<file path="src/rtl/mano_io_interrupt.sv">
// mano_io_interrupt: Mano basic computer I/O registers, flags, printer handshake and interrupt logic.
//   CLK, CLR           : clock, asynchronous active-high reset
//   kbd_data/valid     : keyboard character in; kbd_ready = ~FGI
//   prn_data/valid     : OUTR to the printer, held until prn_ready
//   AC_low             : accumulator low bits, loaded into OUTR on OUT
//   INP..IOF           : decoded one-cycle I/O instruction strobes
//   t012_n, int_ack    : sequence-counter qualifier and interrupt-cycle completion
//   INPR, FGI, FGO, IEN, R : registered architectural state
//   skip               : combinational PC-increment request for SKI/SKO
module mano_io_interrupt #(
    parameter int DATA_W = 8
) (
    input  logic              CLK,
    input  logic              CLR,
    input  logic [DATA_W-1:0] kbd_data,
    input  logic              kbd_valid,
    output logic              kbd_ready,
    output logic [DATA_W-1:0] prn_data,
    output logic              prn_valid,
    input  logic              prn_ready,
    input  logic [DATA_W-1:0] AC_low,
    input  logic              INP,
    input  logic              OUT,
    input  logic              SKI,
    input  logic              SKO,
    input  logic              ION,
    input  logic              IOF,
    input  logic              t012_n,
    input  logic              int_ack,
    output logic [DATA_W-1:0] INPR,
    output logic              FGI,
    output logic              FGO,
    output logic              IEN,
    output logic              R,
    output logic              skip
);
    typedef enum logic {IDLE, SEND} state_t;

    state_t            state_q, state_d;
    logic [DATA_W-1:0] inpr_q, inpr_d, outr_q, outr_d;
    logic              fgi_q, fgi_d, ien_q, ien_d, r_q, r_d;
    logic              capture, fgo;

    // FGO is simply "printer idle", so it is registered through the state.
    assign fgo       = (state_q == IDLE);
    assign capture   = kbd_valid & ~fgi_q;
    assign kbd_ready = ~fgi_q;
    assign skip      = (SKI & fgi_q) | (SKO & fgo);

    always_ff @(posedge CLK or posedge CLR) begin
        if (CLR) begin
            state_q <= IDLE;
            inpr_q  <= '0;
            outr_q  <= '0;
            fgi_q   <= 1'b0;
            ien_q   <= 1'b0;
            r_q     <= 1'b0;
        end else begin
            state_q <= state_d;
            inpr_q  <= inpr_d;
            outr_q  <= outr_d;
            fgi_q   <= fgi_d;
            ien_q   <= ien_d;
            r_q     <= r_d;
        end
    end

    always_comb begin
        state_d = state_q;
        outr_d  = outr_q;
        inpr_d  = capture ? kbd_data : inpr_q;
        // A fresh capture only happens with FGI clear, so it owns the flag.
        fgi_d   = capture ? 1'b1 : (INP ? 1'b0 : fgi_q);
        ien_d   = (int_ack | IOF) ? 1'b0 : (ION ? 1'b1 : ien_q);
        r_d     = int_ack ? 1'b0 : ((t012_n & ien_q & (fgi_q | fgo)) ? 1'b1 : r_q);
        if (state_q == IDLE && OUT) begin
            state_d = SEND;
            outr_d  = AC_low;
        end else if (state_q == SEND && prn_ready) begin
            state_d = IDLE;
        end
    end

    assign INPR      = inpr_q;
    assign prn_data  = outr_q;
    assign prn_valid = (state_q == SEND);
    assign FGI       = fgi_q;
    assign FGO       = fgo;
    assign IEN       = ien_q;
    assign R         = r_q;
endmodule

</file>
<file path="config.mk">
export PLATFORM = sky130hd
export DESIGN_NAME = mano_io_interrupt
export DESIGN_NICKNAME = d
export VERILOG_FILES = /design/src/rtl/mano_io_interrupt.sv
export SDC_FILE = /design/constraint.sdc
export NUM_CORES = 1
export LEC_CHECK = 0
export ABC_AREA = 1
export ABC_CLOCK_PERIOD_IN_PS = 1200
export BUFFER_PORTS_ARGS = -buffer_cell sky130_fd_sc_hd__buf_2
export CELL_PAD_IN_SITES_DETAIL_PLACEMENT = 2
export CELL_PAD_IN_SITES_GLOBAL_PLACEMENT = 2
export CORE_ASPECT_RATIO = 1.4
export CORE_MARGIN = 2
export CORE_UTILIZATION = 22
export DETAILED_ROUTE_END_ITERATION = 10
export PLACE_DENSITY_LB_ADDON = 0.08
export SLEW_MARGIN = 25
export SYNTH_ARGS = -nofsm -noshare
export SYNTH_HDL_FRONTEND = slang
export SYNTH_SLANG_ARGS = --single-unit
</file>
<file path="constraint.sdc">
create_clock -name CLK -period 1.2 [get_ports CLK]
set_clock_uncertainty 0.2 [all_clocks]
set_input_delay 0.06 -clock CLK [delete_from_list [all_inputs] [get_ports CLK]]
set_output_delay 0.06 -clock CLK [all_outputs]
set_load 0.05 [all_outputs]
</file>
# ---- Yosys cells after proc, flatten, opt, wreduce, memory -nomap -nowiden
# Index checks and enable logic that the tools add are counted.
dict set report totals {
  regBits 20
  wordCells 30
  in_bits 28
}
dict set report classes {
  n_reduce_logical 6
  n_mux 8
  bitwise_logic 10
}
# op n
set op_table {}
lappend op_table {{1-bit two-way mux} 8}
lappend op_table {{2-bit nonzero test} 4}
lappend op_table {{1-bit AND} 5}
lappend op_table {{1-bit bitwise OR} 3}
lappend op_table {{1-bit logical AND} 2}
lappend op_table {{1-bit NOT} 2}

# ---- Logic depth before layout (Yosys ltp)
dict set report depth {
  word_depth 5
  ltp_mapped 4
}

# ---- Worst setup path before layout
# No wires, ideal clock.
dict set report synth_timing {
  path_kind {register -> output}
  from {register state_q, in the netlist prn_valid}
  to {output skip}
  arrival_time_ns 1.173
  slack_ns -0.233
  stages_incl_launch_ff 3
  t_required_ns 0.940
  n_path_buf 0
  cell_sequence {dfrtp_1 inv_2 a22o_1}
}
dict set report synth_between {
  elab_chain_len 3
}
# element line
set synth_rtl {}
lappend synth_rtl {{from (decl)} 39} ;# state_t state_q, state_d;
lappend synth_rtl {{from (signal assigned)} 59} ;# state_q <= state_d;
lappend synth_rtl {{1-bit NOT} 45} ;# assign fgo = (state_q == IDLE);
lappend synth_rtl {{1-bit AND} 48} ;# assign skip = (SKI & fgi_q) | (SKO & fgo);
lappend synth_rtl {{1-bit bitwise OR} 48}
lappend synth_rtl {{to (decl)} 35} ;# output logic skip
# No other way between the ends.

# ---- Worst setup path after layout
dict set report layout_timing {
  from {register fgi_q, in the netlist FGI}
  to {output skip}
}
dict set report layout_between {
  elab_chain_len 2
}
# element line
set layout_rtl {}
lappend layout_rtl {{from (decl)} 41} ;# logic fgi_q, fgi_d, ien_q, ien_d, r_q, r_d;
lappend layout_rtl {{from (signal assigned)} 62} ;# fgi_q <= fgi_d;
lappend layout_rtl {{1-bit AND} 48}
lappend layout_rtl {{1-bit bitwise OR} 48}
# No other way between the ends.

==> out/metrics.cfg <==
[outcome]
status=finished with violations
violations=negative setup slack

[layout]
postLayoutCellArea_um2=1680
utilization=0.4612
nFillCells=398
final_cells=216
area_delta_synth_final_pct=100.4
antennaDiodeCount=0
finalNetCount=203
drive_above_1_share=0.4885

[worst_setup_path]
slowest_stage=dfrtp_2
critPathMaxStageDelay_ns=0.43
arrival_ns=1.09
path_cells=a22o_4, buf_8
crit_type=register to primary output
worstPathRequired_ns=0.94
cp-end-kind=primary output
cp_max_fo=3
start_kind=register

[power]
finalPower_uw=2819
power_frac_comb=0.442
clkPwrFrac=0.243
leakage_uw=0.0008737
pwr_density_cell_nw_per_um2=1678
p_sw_frac=0.4025
p_int_uw=1685
seqPwrFrac=0.315
p_sw_uw=1135
irDropWorstVdd_v=0.0009578

[floorplanning]
initial_utilization=0.2301
ios=51
dieArea_um2=4327
die_w_um=56.17
core_area_um2=3643
die_h_um=77.04
rows=26

[sta]
fin_crit_ns=1.349
worst_slew_pin_slew_ns=0.3477
tns_ns=-0.9776
min_period_over_period=1.124
report.final.setup_viol=12
final-hold-violation-count=0
slew_violations=0
rsz0062_at_grt=true
layout_setup_ws_ns=-0.1487
max_freq_mhz=741.5
relSlewSlack=0.7682

[clocking]
clk_path_buf_depth=2
cts.sinks=20
numCtsBuffers=3
htree_levels=1
path_clk_slew_ns=0.08
cts_tree=done
clk_latency_ns=0.26
clockRootBuffer=clkbuf_8

[route]
totalWireLength_um=3128
dr.first_iter.drc_count=1
vias_per_cell=4.449
routedWlPerCell_um=14.48
antenna_left=0
drtPass1Iterations=4
via_count=961
drc=0

[synthesis]
synth_area_um2=838.3
synth_top_area_frac=0.5970
ys_ff_latch=20
synthTopCellsByArea=dfrtp_1 (60%), nand2_1 (16%), nand3_1 (9.6%)
syn_area_per_cell_um2=9.526
seq_area_frac_synth=0.5970
yosys.area.top_type=dfrtp_1
syn-instance-count=88
syn_nets=116
synth_cell_types=12
yosys_warnings=0

[global_routing]
first_global_vias=1040
grt_pass1_wl_um=4981
antenna_found_initial=0
grt_max_degree=21
gr-total-overflow=0
track_usage=0.1455

[place]
place_inst=178
place_hpwl_um=1874
postPlaceCellArea_um2=1132
io_buffer_count=50
routabilityCongestion=0.6627

[min_path]
holdCritPathClass=primary input to async pin

[run]
max_cap_viol_count=0

## per-stage QoR
stage / hold WS (ns) / setup slack [ns]
after floorplan: -0.1763 / 0.001618
after global placement: -0.09583 / 0.07503
after detailed placement: -0.08766 / 0.04990
after CTS: 0.1718 / -0.1530
after global routing: 0.2377 / -0.1810
final: 0.1772 / -0.1487
## repair_timing
item | in CTS | in global routing
cloned | 0 | 1
gates resized for setup | 10 | 27
endpoints found under the setup margin | 4 | 24
pin swaps | 0 | 8
hold buffers | 25 | 0
hold endpoints to repair | 40 | 0
buffers inserted | 5 | 3
## cells in the mapped netlist
cell,n
a21oi_1,1
a22o_1,1
buf_6,4
dfrtp_1,20
inv_1,3
inv_2,2
nand2_1,35
nand2_4,2
nand3_1,16
nor2_1,1
nor3_1,1
o21ai_2,2
## cells in the final DEF (no fill, tap or decap)
| cell type | n |
|---|---|
| nand2_8 | 3 |
| buf_2 | 39 |
| nor2_1 | 1 |
| buf_4 | 7 |
| bufinv_16 | 1 |
| nand2_2 | 9 |
| buf_8 | 2 |
| buf_6 | 1 |
| nor3_1 | 1 |
| nand3_1 | 15 |
| dfrtp_2 | 2 |
| a22o_4 | 1 |
| clkbuf_8 | 3 |
| dlygate4sd3_1 | 25 |
| dfrtp_1 | 18 |
| nand2_4 | 1 |
| inv_1 | 3 |
| inv_6 | 1 |
| buf_12 | 4 |
| o21ai_2 | 2 |
| a21oi_1 | 1 |
| nand3_2 | 1 |
| nand2_1 | 25 |
| clkbuf_4 | 7 |
| inv_4 | 1 |
## cells by family after synthesis
logic type / after synthesis / synth area share
buf+inv: 9 / 0.07612
flops: 20 / 0.5970
simple gates: 55 / 0.2895
compound gates: 4 / 0.03731
## power by group through the flow
stage	Combinational, µW	Clock [µW]	Sequential, µW
6_report	1250	684	889
2_1_floorplan	289	0	1320
3_5_place_dp	953	0	884
5_1_grt	1320	734	910
3_3_place_gp	937	0	882
4_1_cts	1120	703	872
## flip-flops by register name (all words and copies together) (netlist names)
register / count
prn_valid: 1
IEN: 1
R: 1
FGI: 1
prn_data: 8
INPR: 8
## final timing paths
check / cells after the start / slack [ns] / start / end
setup reg to reg: 6 / -0.10 / FGI / INPR[3]
min in group CLK: 3 / 0.26 / SKO / skip
hold reg to reg: 2 / 0.28 / prn_data[2] / prn_data[2]
max in group asynchronous: 4 / 0.38 / CLR / prn_valid
hold / removal: 4 / 0.18 / CLR / prn_data[6]
setup / recovery: 2 / -0.15 / FGI / skip
## critical path, delay by kind of cell, from the launching register on
kind | cells | cell delay [ns]
AOI/OAI and AO/OA | 1 | 0.25
buffers and inverters | 1 | 0.15
DFF | 1 | 0.43
## routing by layer
| layer | global-route usage | routed length (µm) | vias to the layer above |
|---|---|---|---|
| met4 | 0.05000 | 23 | 0 |
| li1 | - | - | 452 |
| met2 | 0.2812 | 1842 | 29 |
| met3 | 0.01686 | 128 | 2 |
| met5 | 0 | 0 | - |
| met1 | 0.1584 | 1134 | 478 |
## layout make-up
cell class	instances	area, µm²	area share
well taps	42	52.55	0.03127
clock inverters	1	30.03	0.01787
inverters	5	26.28	0.01564
repair buffers	85	671.9	0.3999
multi-input cells	60	355.3	0.2115
clock buffers	3	41.29	0.02457
flip-flops and latches	20	503.0	0.2993
(Power assumes the default switching activity.)
